$ cat src/rtl/uart_pkg.sv
// Shared UART definitions: FSM states, parity modes and bit-period helper.
// Used by both the transmitter and the receiver.
package uart_pkg;

    typedef enum logic [2:0] {
        IDLE   = 3'd0,
        START  = 3'd1,
        DATA   = 3'd2,
        PARITY = 3'd3,
        STOP   = 3'd4
    } uart_state_e;

    localparam logic [1:0] PAR_NONE = 2'b00;
    localparam logic [1:0] PAR_EVEN = 2'b01;
    localparam logic [1:0] PAR_ODD  = 2'b10;

    function automatic int clks_per_bit(input int sys_clk, input int baud);
        return sys_clk / baud;
    endfunction

endpackage

$ cat src/rtl/uart_tx_bitcnt.sv
// Bit-period counter: counts enabled cycles and flags the last cycle of a bit.
// clear has priority and restarts the period from zero.
module uart_tx_bitcnt #(
    parameter int CLKS_PER_BIT = 2
) (
    input  logic clk,
    input  logic reset,
    input  logic clear,
    input  logic en,
    output logic tick
);

    localparam int CNT_W = $clog2(CLKS_PER_BIT * 2);
    localparam logic [CNT_W-1:0] LAST = CNT_W'(CLKS_PER_BIT - 1);

    logic [CNT_W-1:0] count_q;
    logic [CNT_W-1:0] count_d;

    always_comb begin
        count_d = count_q;
        if (clear) begin
            count_d = '0;
        end else if (en) begin
            count_d = count_q + 1'b1;
        end
    end

    always_ff @(posedge clk) begin
        if (reset) begin
            count_q <= '0;
        end else begin
            count_q <= count_d;
        end
    end

    assign tick = en && (count_q == LAST);

endmodule

$ cat src/rtl/uart_tx.sv
// UART transmitter: 8N1/8E1/8O1 with one or two stop bits, valid/ready input.
// The serial line is registered; the next line level is derived from the next state.
module uart_tx
    import uart_pkg::*;
#(
    parameter logic [1:0] PARITY_MODE = 2'b00,
    parameter bit         STOP_MODE   = 1'b0,
    parameter int         SYSTEM_CLK  = 10000000,
    parameter int         BAUD_RATE   = 9600
) (
    input  logic       clk,
    input  logic       reset,
    input  logic [7:0] tx_i_data,
    input  logic       tx_i_valid,
    output logic       tx_o_ready,
    output logic       tx_o_serial,
    output logic       tx_o_busy,
    output logic       tx_o_done
);

    localparam int         CLKS_PER_BIT = clks_per_bit(SYSTEM_CLK, BAUD_RATE);
    localparam bit         PAR_EN       = (PARITY_MODE == PAR_EVEN) || (PARITY_MODE == PAR_ODD);
    localparam bit         PAR_INV      = (PARITY_MODE == PAR_ODD);
    localparam logic [2:0] LAST_STOP    = {2'b00, STOP_MODE};

    if (CLKS_PER_BIT < 2) begin : g_bad_clks_per_bit
        $error("uart_tx: SYSTEM_CLK/BAUD_RATE must be at least 2");
    end

    uart_state_e state_q, state_d;
    logic [7:0]  data_q, data_d;
    logic [2:0]  idx_q, idx_d;
    logic        serial_q, serial_d;
    logic        tick;
    logic        cnt_clear;

    // Period restarts at every bit boundary and is held at zero while idle.
    assign cnt_clear = tick || (state_q == IDLE);

    uart_tx_bitcnt #(
        .CLKS_PER_BIT(CLKS_PER_BIT)
    ) u_bitcnt (
        .clk  (clk),
        .reset(reset),
        .clear(cnt_clear),
        .en   (state_q != IDLE),
        .tick (tick)
    );

    always_ff @(posedge clk) begin
        if (reset) begin
            state_q  <= IDLE;
            idx_q    <= '0;
            serial_q <= 1'b1;
        end else begin
            state_q  <= state_d;
            idx_q    <= idx_d;
            serial_q <= serial_d;
        end
        data_q <= data_d;
    end

    always_comb begin
        state_d = state_q;
        data_d  = data_q;
        idx_d   = idx_q;
        case (state_q)
            IDLE: begin
                if (tx_i_valid) begin
                    state_d = START;
                    data_d  = tx_i_data;
                    idx_d   = '0;
                end
            end
            START: begin
                if (tick) begin
                    state_d = DATA;
                    idx_d   = '0;
                end
            end
            DATA: begin
                if (tick) begin
                    if (idx_q == 3'd7) begin
                        state_d = PAR_EN ? PARITY : STOP;
                        idx_d   = '0;
                    end else begin
                        idx_d = idx_q + 3'd1;
                    end
                end
            end
            PARITY: begin
                if (tick) begin
                    state_d = STOP;
                    idx_d   = '0;
                end
            end
            STOP: begin
                if (tick) begin
                    if (idx_q == LAST_STOP) begin
                        state_d = IDLE;
                        idx_d   = '0;
                    end else begin
                        idx_d = idx_q + 3'd1;
                    end
                end
            end
            default: begin
                state_d = IDLE;
                idx_d   = '0;
            end
        endcase
    end

    always_comb begin
        tx_o_ready = (state_q == IDLE);
        tx_o_busy  = (state_q != IDLE);
        tx_o_done  = (state_q == STOP) && tick && (idx_q == LAST_STOP);
        case (state_d)
            START:   serial_d = 1'b0;
            DATA:    serial_d = data_d[idx_d];
            PARITY:  serial_d = (^data_d) ^ PAR_INV;
            default: serial_d = 1'b1;
        endcase
    end

    assign tx_o_serial = serial_q;

endmodule
$ cat config.mk
export PLATFORM = sky130hd
export DESIGN_NAME = uart_tx
export DESIGN_NICKNAME = d
export VERILOG_FILES = /design/src/rtl/uart_pkg.sv /design/src/rtl/uart_tx_bitcnt.sv /design/src/rtl/uart_tx.sv
export SDC_FILE = /design/constraint.sdc
export NUM_CORES = 1
export LEC_CHECK = 0
export BUFFER_PORTS_ARGS = -buffer_cell sky130_fd_sc_hd__buf_2
export CORE_ASPECT_RATIO = 1.75
export CORE_MARGIN = 2
export CORE_UTILIZATION = 59
export CTS_CLUSTER_DIAMETER = 120
export DETAILED_ROUTE_END_ITERATION = 8
export PLACE_DENSITY = 0.8
export SLEW_MARGIN = 25
export SYNTH_ARGS = -nofsm -noshare
export SYNTH_HDL_FRONTEND = slang
export SYNTH_HIERARCHICAL = 1
export SYNTH_SLANG_ARGS = --single-unit
$ cat constraint.sdc
create_clock -name clk -period 4.6 [get_ports clk]
set_input_delay 0.92 -clock clk [delete_from_list [all_inputs] [get_ports clk]]
set_output_delay 0.92 -clock clk [all_outputs]
set_load 0.01 [all_outputs]
* Word-level counts from Yosys, hierarchy flattened
Index checks and enable logic that the tools add are counted.
** Cells by class
- Add/subtract/negate cells :: 2
- $lt $le $gt $ge :: 1
- Equality and inequality tests :: 9
- Mux-type cells :: 20
- Reduce and logical (&&, ||, !) cells :: 10
** Operators by type and width (count)
- 3-bit 2-to-1 mux :: 13
- 8-bit 2-to-1 mux :: 2
- 3-bit one-hot mux with 5 select lines :: 1
- 12-bit by 1-bit adder with 12-bit output, second input constant :: 1
- 12-bit by 11-bit equality test with 1-bit output, second input constant :: 1
- 3-bit by 2-bit equality test with 1-bit output, second input constant :: 4
- 3-bit one-hot mux with 4 select lines :: 1
- 8-bit XOR reduction :: 1
- 3-bit by 1-bit equality test with 1-bit output, second input constant :: 2
- 3-bit equality test, second input constant :: 2
- 3-bit zero test :: 2
- 3-bit by 4-bit < comparator with 1-bit output, second input constant :: 1
- 2-bit OR reduction :: 2
- 3-bit by 1-bit adder with 3-bit output, second input constant :: 1
- 1-bit binary-select mux with 3-bit select :: 1
- 1-bit logical AND :: 3
- 1-bit one-hot mux with 3 select lines :: 1
- 3-bit nonzero test :: 1
- 1-bit logical OR :: 1
- 1-bit 2-to-1 mux :: 1
** Storage, ports and cells
- Bits in registers :: 27
- Logic and storage cells :: 47

* Depth between registers and ports, before layout
Gate-level depths: netlist (run 1).
- Word-level depth :: 7
- Depth in mapped cells :: 12
- Gate-level depth less buffers :: 10

* Modules after synthesis
The synthesis (run 1) kept the hierarchy.
** By module, submodules not included
- uart_tx :: instances 1, cells an instance 115, area each 1072.3 µm², sequential area each 300.3 µm²
- uart_tx_bitcnt :: instances 1, cells an instance 67, area each 608.1 µm², sequential area each 240.2 µm²

* Worst setup path after synthesis (run 1)
Ideal clock, no wire load.
- Path kind :: register to output
- Start point :: register state_q[2]
- End point :: output port tx_o_done
- Arrival time :: 1.937 ns
- Required time :: 3.680 ns
- Setup slack :: 1.743 ns
- Cell stages (with the launch flop) :: 8
- Path through :: dfxtp_1 nor3_4 inv_1 buf_2 nor4b_1 and3_1 nor2b_1 nor4bb_1
** On the way
- Word-level cells in the longest chain between the ends :: 4
- Elaborated cells between the ends (all ways) :: 5
- Those cells by class :: eq/ne: 1; reduce/logical: 4
** RTL lines
- from (decl) :: line uart_tx.sv:30 : uart_state_e state_q, state_d;
- from (signal assigned) :: line uart_tx.sv:56 : state_q <= state_d;
- 3-bit nonzero test
- via tx_o_busy :: line uart_tx.sv:17 : output logic tx_o_busy,
- 1-bit logical AND :: line uart_tx_bitcnt.sv:36 : assign tick = en && (count_q == LAST);
- via tick :: line uart_tx.sv:34 : logic tick;
- 1-bit logical AND (2 in series) :: line uart_tx.sv:117 : tx_o_done = (state_q == STOP) && tick && (idx_q == LAST_STOP);
- to (decl) :: line uart_tx.sv:18 : output logic tx_o_done
The timed path passes the listed nets, and every way through them passes these cells.

* Worst setup path in the final report (run 1)
- Start point :: register state_q[2]
- End point :: output port tx_o_done
** On the way
- Word-level cells in the longest chain between the ends :: 4
- Elaborated cells between the ends (all ways) :: 5
- Those cells by class :: eq/ne: 1; reduce/logical: 4
** RTL lines
- 3-bit nonzero test :: line uart_tx.sv:46 : .en (state_q != IDLE),
- 1-bit logical AND :: line uart_tx_bitcnt.sv:36
- via tick :: line uart_tx.sv:34
- 1-bit logical AND (2 in series) :: line uart_tx.sv:117
The timed path passes the listed nets, and every way through them passes these cells.

==> metrics.txt, run 1 <==
Starting Density 61.7%; final WL 3370 microns; Final Hold Fails 0; non-filler cells, final 220; Ports 15; worst r2r src state_q[2]$_SDFF_PP0_; Die Span Y 74.6 microns; Synth area leader dfxtp_1; Req. time, crit path 3.68 ns; FMAX 0.266 GHz; CP startpoint state_q[2]$_SDFF_PP0_; critical path startpoint category flop; Final Max Slew Viols 0; hold path depth 2; Tot Pwr 489 uW; placed instance area 1730 sq um; Netlist cell types 55; Max transition margin 55.4%; final worst slack 0.835 ns; Synth Cell Area 1680 sq um; clk_lat worst skew 0.27 ns; nets 210; drc violations 0; worst slack, placed 1.19 ns; final period utilization 81.9%; number of antenna diodes 0; remaining antenna violation count 0; clock sinks 27; Initial DRT Pass Iterations 4; area share of the largest cell type after synthesis 32.2%; buffer type at the clock tree root clkbuf_8; Tot GR Track Use 22.3%; Post-synth EDFFs 0; commonest non-fill, non-tap cells in the layout dfxtp_1 (27), nand2_1 (19), xnor2_1 (14), buf_2 (14), nor2_1 (12); post-CTS sizing 0; Post-CTS Hold Fix Bufs 0; YS warnings 6; Seq cells post-synth 27; via count 1,343; register area share after synthesis 32.2%; clock skew 0.00282 ns; placed cell count 216; Routability Congestion 0.801; Syn Area/Cell 9.23 sq um; Cell Rows 25; P&R area growth vs syn 6.25%; Hold Path Class flop to flop; top cells by area, synth dfxtp_1 (32%), xnor2_1 (7.3%), nand2_1 (4.2%); R2R Setup Slk 1.20 ns; initial antenna violation count 0; vias in the first global route 1,335; first-pass GRT wire length 5620 microns; Crit. End Element output port; dpl hpwl 2640 microns; # Post-CTS Setup Buffers 0; CTS Buffer Depth 2; Die ar. 3310 sq um; WS Path Type flop to output port; Die X 44.3 microns; CP max FO 16; CTS H-tree lvls 1; design area 1790 sq um; Syn Inst Count 182; WP data arrival 2.85 ns; vias per inst 6.10; buffers added on ports 14; post-route minimum period 3.77 ns; P_leak 0.703 nW; setup TNS 0 ns; Post-synth ARST share 0%; GR Overflow Total 0; maximum vdd drop 0.194 mV; largest net degree at the start of global routing 17; WL/cell 15.3 microns; unrepaired setup endpoints after global routing false; max-cap viol count 0; post-synth net total 198; layout cells sized above 1 18.1%; status complete, no violations; Worst R2R Path Depth 10; 1st-iter DRT viols 44; Pwr per Cell Area 274 nW/um^2; endpoints failing setup 0; CTS buffer count 3; CTS tree built; worst r2r dst tx_o_serial$_SDFF_PP1_; clock slew at reported path FFs 0.09 ns; CP endpoint tx_o_done; core area 2720 sq um; Main synth FF type dfxtp_1; commonest non-fill, non-tap cell in the layout dfxtp_1; Worst Max-Slew Pin Slew 0.667 ns
-- sequential cells by signal (all words and copies together), names as in the netlist --
name	cells
data_q	8
idx_q	3
state_q	3
tx_o_serial	1
u_bitcnt/count_q	12
-- cell type report --
class	instances	area [sq um]
clock buffer	3	41.3
clock inverter	1	7.51
fill	236	936
inverter	8	30.0
multi-input combinational	140	1060
sequential	27	541
tap	27	33.8
timing repair buffer	14	70.1
-- power breakdown --
| group | internal [mW] | switching (mW) |
|---|---|---|
| sequential | 0.247 | 0.0127 |
| combinational | 0.0495 | 0.0442 |
| clock | 0.0614 | 0.0746 |
| total | 0.358 | 0.132 |
-- worst min-delay path by stage --
stage                                            startpoint                                end  slack (ns)
after global routing                      data_q[3]$_DFF_P_                  data_q[3]$_DFF_P_        0.51
final                     u_bitcnt/count_q[11]$_SDFFE_PP0P_  u_bitcnt/count_q[11]$_SDFFE_PP0P_        0.48
after global placement    u_bitcnt/count_q[11]$_SDFFE_PP0P_  u_bitcnt/count_q[11]$_SDFFE_PP0P_        0.47
after floorplan           u_bitcnt/count_q[11]$_SDFFE_PP0P_  u_bitcnt/count_q[11]$_SDFFE_PP0P_        0.44
after CTS                 u_bitcnt/count_q[11]$_SDFFE_PP0P_  u_bitcnt/count_q[11]$_SDFFE_PP0P_        0.49
after detailed placement  u_bitcnt/count_q[11]$_SDFFE_PP0P_  u_bitcnt/count_q[11]$_SDFFE_PP0P_        0.48
-- cell families (layout without fill, tap and decap cells) --
kind of cell / Yosys count / count (layout) / synth area share [%]
and+or+nand+nor: 74 / 74 / 27.3
AOI/OAI and AO/OA: 33 / 33 / 16.1
DFF: 27 / 27 / 32.2
xor gates and xnor gates: 19 / 19 / 9.90
buffers and inverters: 15 / 26 / 5.14
muxes: 9 / 9 / 5.73
adders and majority gates: 5 / 5 / 3.72
-- per-stage QoR --
| stage | util (%) | hold slack [ns] |
|---|---|---|
| finish | 65.6 | 0.485 |
| floorplan | - | 0.444 |
| global route | 65.6 | 0.506 |
| CTS | 65.3 | 0.489 |
| global placement | 63.5 | 0.466 |
| detailed placement | 63.5 | 0.481 |
-- Yosys cell counts, types with 3 or more instances --
cell type	n
xor2_1	5
nor2b_1	7
or3_1	4
buf_2	3
o31ai_1	3
inv_1	8
nand2_1	19
mux2i_1	4
xnor2_1	14
a21oi_1	8
or4_1	3
nand2b_1	4
dfxtp_1	27
ha_1	5
nor2_1	12
nand3_1	4
o21ai_0	5
mux2_2	4
-- layer usage --
metal	vias up	part of all wire, %	global-route usage, %
met5	-	0	0
met2	13	58	44.4
met1	657	40	23.3
li1	671	-	-
met3	2	1.6	2.91
met4	0	0.42	6.06
-- critical path, cell delays in order, from the launching register on --
cell	delay (ns)
dfxtp_1	0.74
nor3_4	0.14
inv_1	0.27
nor4b_1	0.24
and3_1	0.42
nor2b_1	0.35
nor4bb_1	0.23
buf_2	0.17
Note: power is estimated with default switching activity, not from simulation.
==> inputs of run 2 (changes only) <==
--- a/config.mk
+++ b/config.mk
@@ -8,10 +8,10 @@
 export BUFFER_PORTS_ARGS = -buffer_cell sky130_fd_sc_hd__buf_2
 export CORE_ASPECT_RATIO = 1.75
 export CORE_MARGIN = 2
-export CORE_UTILIZATION = 59
+export CORE_UTILIZATION = 58
 export CTS_CLUSTER_DIAMETER = 120
 export DETAILED_ROUTE_END_ITERATION = 8
-export PLACE_DENSITY = 0.8
+export PLACE_DENSITY = 0.79
 export SLEW_MARGIN = 25
 export SYNTH_ARGS = -nofsm -noshare
 export SYNTH_HDL_FRONTEND = slang
==> constraint.sdc (replaced) <==
create_clock -name clk -period 3.8 [get_ports clk]
set_input_delay 0.76 -clock clk [delete_from_list [all_inputs] [get_ports clk]]
set_output_delay 0.76 -clock clk [all_outputs]
set_load 0.01 [all_outputs]
==> metrics.txt, run 2 (synthesis gave the netlist of run 1 again) <==
placed cell count 217 (+0.46%); clock slew at reported path FFs 0.09 ns (about the same); clock skew 0.00267 ns (-0.000155 ns); CTS tree built; crit-path max cell delay 0.53 ns (-0.21 ns); Reg with most FFs u_bitcnt/count_q; vias per inst 6.08 (-0.45%); hold path depth 2 (unchanged); FMAX 0.294 GHz; layout cells sized above 1 20.1% (+2.0 points); clock sinks 27 (unchanged); Starting Density 61.7% (unchanged); Final Max Slew Viols 0 (unchanged); Die Span Y 75.2 microns (+0.82%); non-filler cells, final 221 (+0.45%); final WL 3490 microns (+3.5%); core area 2720 sq um (unchanged); worst r2r src state_q[2]$_SDFF_PP0_; Initial DRT Pass Iterations 4 (unchanged); 1st-iter DRT viols 35 (-20%); CTS buffer count 3 (unchanged); buffers added on ports 14 (unchanged); initial antenna violation count 0 (unchanged); Hold Path Class flop to flop; CP max FO 16 (unchanged); unrepaired setup endpoints after global routing false; remaining antenna violation count 0 (unchanged); nets 211 (+0.48%); max-cap viol count 0 (unchanged); WP data arrival 2.65 ns (-0.20 ns); number of antenna diodes 0 (unchanged); vias in the first global route 1,383 (+3.6%); Die X 44.7 microns (+0.79%); P_leak 0.703 nW (about the same); post-route minimum period 3.41 ns; WS Path Type flop to output port; CTS Buffer Depth 2 (unchanged); # Post-CTS Setup Buffers 0 (unchanged); Hold Crit Endpoint data_q[1]$_DFF_P_; dpl hpwl 2660 microns (+0.88%); status complete, no violations; slowest stage cell, crit path dfxtp_2; max reg flops 12 (unchanged); Final Hold Fails 0 (unchanged); commonest non-fill, non-tap cell in the layout dfxtp_1; hold path start data_q[1]$_DFF_P_; # fillers 232 (-1.7%); top flop regs u_bitcnt/count_q (12), data_q (8); Pwr per Cell Area 334 nW/um^2 (+22%); setup TNS 0 ns (unchanged); buffer type at the clock tree root clkbuf_8; Die ar. 3360 sq um (+1.6%); endpoints failing setup 0 (unchanged); Req. time, crit path 3.04 ns (-0.64 ns); WL/cell 15.8 microns (+3.1%); Routability Congestion 0.810 (+1.2%); Crit. End Element output port; critical path startpoint category flop; maximum vdd drop 0.287 mV (+48%); via count 1,343 (unchanged); CP cell instances nor3_4, inv_1, nor4b_1, and3_1, nor2b_1, nor4bb_1, buf_2; Worst Max-Slew Pin Slew 0.411 ns (-0.255 ns); GR Overflow Total 0 (unchanged); R2R Setup Slk 0.66 ns (-0.54 ns); P&R area growth vs syn 6.40%; CTS H-tree lvls 1 (unchanged); largest net degree at the start of global routing 17 (unchanged); Max transition margin 72.6% (+17 points); worst r2r dst tx_o_serial$_SDFF_PP1_; drc violations 0 (unchanged); Cell Rows 25 (unchanged); clk_lat worst skew 0.27 ns (about the same); Ports 15 (unchanged); Tot GR Track Use 23.1% (+0.78 points); Worst R2R Path Depth 10 (unchanged); commonest non-fill, non-tap cells in the layout dfxtp_1 (24), nand2_1 (19), xnor2_1 (14), buf_2 (14), nor2_1 (12); first-pass GRT wire length 5880 microns (+4.7%); final period utilization 89.6%
[run 2: metrics by stage]
| stage | setup slack, ns | area (sq um) | util [%] | power (mW) | hold slack, ns |
|---|---|---|---|---|---|
| 2_1_floorplan | 1.10 | 1680 | - | 0.411 | 0.444 |
| 3_3_place_gp | 0.709 | 1740 | 63.8 | 0.434 | 0.462 |
| 3_5_place_dp | 0.566 | 1740 | 63.8 | 0.438 | 0.471 |
| 4_1_cts | 0.230 | 1780 | 65.6 | 0.601 | 0.485 |
| 5_1_grt | 0.134 | 1790 | 65.7 | 0.626 | 0.511 |
| 6_report | 0.394 | 1790 | 65.7 | 0.597 | 0.483 |
[run 2: timing repair]
| action | CTS | global route |
|---|---|---|
| resized for setup | 0 | 3 |
| endpoints found under the hold margin | 0 | 0 |
| endpoints found under the setup margin | 0 | 1 |
| hold buffers | 0 | 0 |
[run 2: layer usage]
metal | vias up | wire [microns] | global-route usage [%]
li1 | 673 | - | -
met1 | 630 | 1320 | 23.3
met2 | 32 | 1980 | 45.4
met3 | 8 | 112 | 3.12
met4 | 0 | 74 | 8.75
met5 | - | 0 | 0
[run 2: area by class of cell]
type | instances | area, sq um | area share [%]
clock buffer | 3 | 41.3 | 2.31
clock inverter | 1 | 7.51 | 0.420
inverter | 8 | 30.0 | 1.68
multi-input combinational | 140 | 1050 | 58.9
sequential | 27 | 544 | 30.4
tap | 27 | 33.8 | 1.89
timing repair buffer | 15 | 77.6 | 4.34
[run 2: worst max-delay path by stage]
stage / slack, ns / from / to
2_1_floorplan: 1.10 / state_q[2]$_SDFF_PP0_ / tx_o_done
3_3_place_gp: 0.71 / state_q[2]$_SDFF_PP0_ / tx_o_done
3_5_place_dp: 0.57 / state_q[2]$_SDFF_PP0_ / tx_o_serial$_SDFF_PP1_
4_1_cts: 0.23 / state_q[2]$_SDFF_PP0_ / tx_o_done
5_1_grt: 0.13 / state_q[2]$_SDFF_PP0_ / tx_o_done
6_report: 0.39 / state_q[2]$_SDFF_PP0_ / tx_o_done
[run 2: power breakdown]
part	internal [mW]	switching (mW)
logic	0.0603	0.0561
clock network	0.0745	0.0921
registers	0.299	0.0147
total	0.434	0.163
[run 2: critical path, delay by kind of cell, from the launching register on]
family,cells,cell delay [ns]
simple gates,5,1.41
buf+inv,2,0.43
flops,1,0.53
==> inputs of run 3 (changes only) <==
--- a/config.mk
+++ b/config.mk
@@ -5,7 +5,7 @@
 export SDC_FILE = /design/constraint.sdc
 export NUM_CORES = 1
 export LEC_CHECK = 0
-export BUFFER_PORTS_ARGS = -buffer_cell sky130_fd_sc_hd__buf_2
+export BUFFER_PORTS_ARGS = -buffer_cell sky130_fd_sc_hd__clkbuf_2
 export CORE_ASPECT_RATIO = 1.75
 export CORE_MARGIN = 2
 export CORE_UTILIZATION = 58
==> metrics.txt, run 3 (synthesis gave the netlist of run 1 again) <==
Worst R2R Path Depth 10 (unchanged); drc violations 0 (unchanged); area of the multi-input gates 1050 sq um (unchanged); Routability Congestion 0.858 (+5.9%); dpl hpwl 2710 microns (+2.0%); clk_lat worst skew 0.27 ns (about the same); endpoints failing setup 0 (unchanged); Worst Max-Slew Pin Slew 0.409 ns (-0.00255 ns); FMAX 0.297 GHz (+1.1%); CTS H-tree lvls 1 (unchanged); P_leak 0.706 nW (+0.35%); unrepaired setup endpoints after global routing false; WL/cell 15.4 microns (-2.4%); Cell Rows 25 (unchanged); commonest non-fill, non-tap cell in the layout dfxtp_1; Initial DRT Pass Iterations 4 (unchanged); largest net degree at the start of global routing 17 (unchanged); post-route minimum period 3.37 ns (-0.0372 ns); Hold Path Class flop to flop; max reg flops 12 (unchanged); Hold Crit Endpoint u_bitcnt/count_q[11]$_SDFFE_PP0P_; clock skew 0.00357 ns (+0.000898 ns); final period utilization 88.7% (-0.98 points); CP cell instances nor3_4, inv_1, nor4b_1, and3_1, nor2b_1, nor4bb_1, clkbuf_2; clock sinks 27 (unchanged); worst path bufs/invs 2 (unchanged); Starting Density 61.7% (unchanged); layout cells sized above 1 20.1% (unchanged); vias per inst 6.08 (about the same); CP max FO 16 (unchanged); crit-path max cell delay 0.53 ns (about the same); vias in the first global route 1,260 (-8.9%); buffers added on ports 14 (unchanged); first-pass GRT wire length 5500 microns (-6.4%); status complete, no violations; Die X 44.7 microns (unchanged); CTS tree built; worst r2r src state_q[2]$_SDFF_PP0_; max-cap viol count 0 (unchanged); CTS buffer count 3 (unchanged); hold path start u_bitcnt/count_q[11]$_SDFFE_PP0P_; Tot GR Track Use 22.0% (-1.1 points); final WL 3400 microns (-2.4%); Die ar. 3360 sq um (unchanged); CTS Buffer Depth 2 (unchanged); GR Overflow Total 0 (unchanged); buffer type at the clock tree root clkbuf_8; final hold slack 0.491 ns (+0.00789 ns); non-filler cells, final 221 (unchanged); number of antenna diodes 0 (unchanged); R2R Setup Slk 0.70 ns (+0.04 ns); initial antenna violation count 0 (unchanged); WP data arrival 2.61 ns (-0.04 ns); maximum vdd drop 0.215 mV (-25%); # fillers 243 (+4.7%); critical path startpoint category flop; cell family with most CP delay simple AND/OR/NAND/NOR gates; Finished Core Util 65.7% (unchanged); Final Hold Fails 0 (unchanged); Final Max Slew Viols 0 (unchanged); core area 2720 sq um (unchanged); Die Span Y 75.2 microns (unchanged); commonest non-fill, non-tap cells in the layout dfxtp_1 (24), nand2_1 (19), xnor2_1 (14), clkbuf_2 (14), nor2_1 (12); Tot Pwr 596 uW (-0.11%); Crit. End Element output port; register area 544 sq um (unchanged); WS Path Type flop to output port; setup TNS 0 ns (unchanged); # Post-CTS Setup Buffers 0 (unchanged); worst r2r dst tx_o_serial$_SDFF_PP1_; Pwr per Cell Area 333 nW/um^2 (-0.11%); slowest stage cell, crit path dfxtp_2; nets 211 (unchanged); hold path depth 2 (unchanged); placed cell count 217 (unchanged); P&R area growth vs syn 6.40% (unchanged); 1st-iter DRT viols 37 (+5.7%); top flop regs u_bitcnt/count_q (12), data_q (8); remaining antenna violation count 0 (unchanged); Req. time, crit path 3.04 ns (about the same); via count 1,344 (+0.074%); Reg with most FFs u_bitcnt/count_q; Max transition margin 72.7% (+0.17 points); Ports 15 (unchanged); clock slew at reported path FFs 0.09 ns (about the same)
## run 3: cell count changes in the layout (fill, tap and decap cells not counted)
cell and change:
buf_2 -14, clkbuf_2 +14
## run 3: what timing repair did
item | in CTS | in global routing
resized for setup | 0 | 3
hold buffers | 0 | 0
endpoints found under the setup margin | 0 | 1
## run 3: power by group
group / internal (mW) / leakage (nW) / switching (mW) / total (mW)
combinational: 0.0603 / 0.462 / 0.0581 / 0.118
sequential: 0.299 / 0.222 / 0.0145 / 0.313
clock: 0.0743 / 0.0217 / 0.0899 / 0.164
## run 3: layer usage
| layer | wire length [microns] | track usage [%] | vias up | share of wire [%] |
|---|---|---|---|---|
| met2 | 1980 | 43.3 | 37 | 58 |
| li1 | - | - | 676 | - |
| met3 | 97 | 2.64 | 10 | 2.9 |
| met1 | 1250 | 22.3 | 621 | 37 |
| met5 | 0 | 0 | - | 0 |
| met4 | 72 | 8.08 | 0 | 2.1 |
## run 3: cell type report
class                   instances  share of cell area (%)
flip-flops and latches         27                    30.4
repair buffers                 15                    4.34
inverters                       8                    1.68
multi-input cells             140                    58.9
clock inverters                 1                   0.420
well taps                      27                    1.89
clock buffers                   3                    2.31
## run 3: worst max path at each step
stage / from / endpoint / slack (ns) / depth (start not counted)
after floorplan: state_q[2]$_SDFF_PP0_ / tx_o_done / 1.10 / 7
after global placement: state_q[2]$_SDFF_PP0_ / tx_o_done / 0.66 / 7
after detailed placement: state_q[2]$_SDFF_PP0_ / tx_o_serial$_SDFF_PP1_ / 0.55 / 10
after CTS: state_q[2]$_SDFF_PP0_ / tx_o_done / 0.24 / 7
after global routing: state_q[2]$_SDFF_PP0_ / tx_o_done / 0.13 / 7
final: state_q[2]$_SDFF_PP0_ / tx_o_done / 0.43 / 7
## run 3: per-stage QoR
stage	area (sq um)	worst slack, ns
5_1_grt	1790	0.133
4_1_cts	1780	0.240
3_5_place_dp	1740	0.547
3_3_place_gp	1740	0.662
6_report	1790	0.431
2_1_floorplan	1680	1.10
## run 3: worst register-to-register path, delay by kind of cell, from the launching register on
family	cells	cell delay, ns
AOI/OAI and AO/OA	4	0.83
buffers and inverters	1	0.24
DFF	1	0.53
and+or+nand+nor	5	1.42
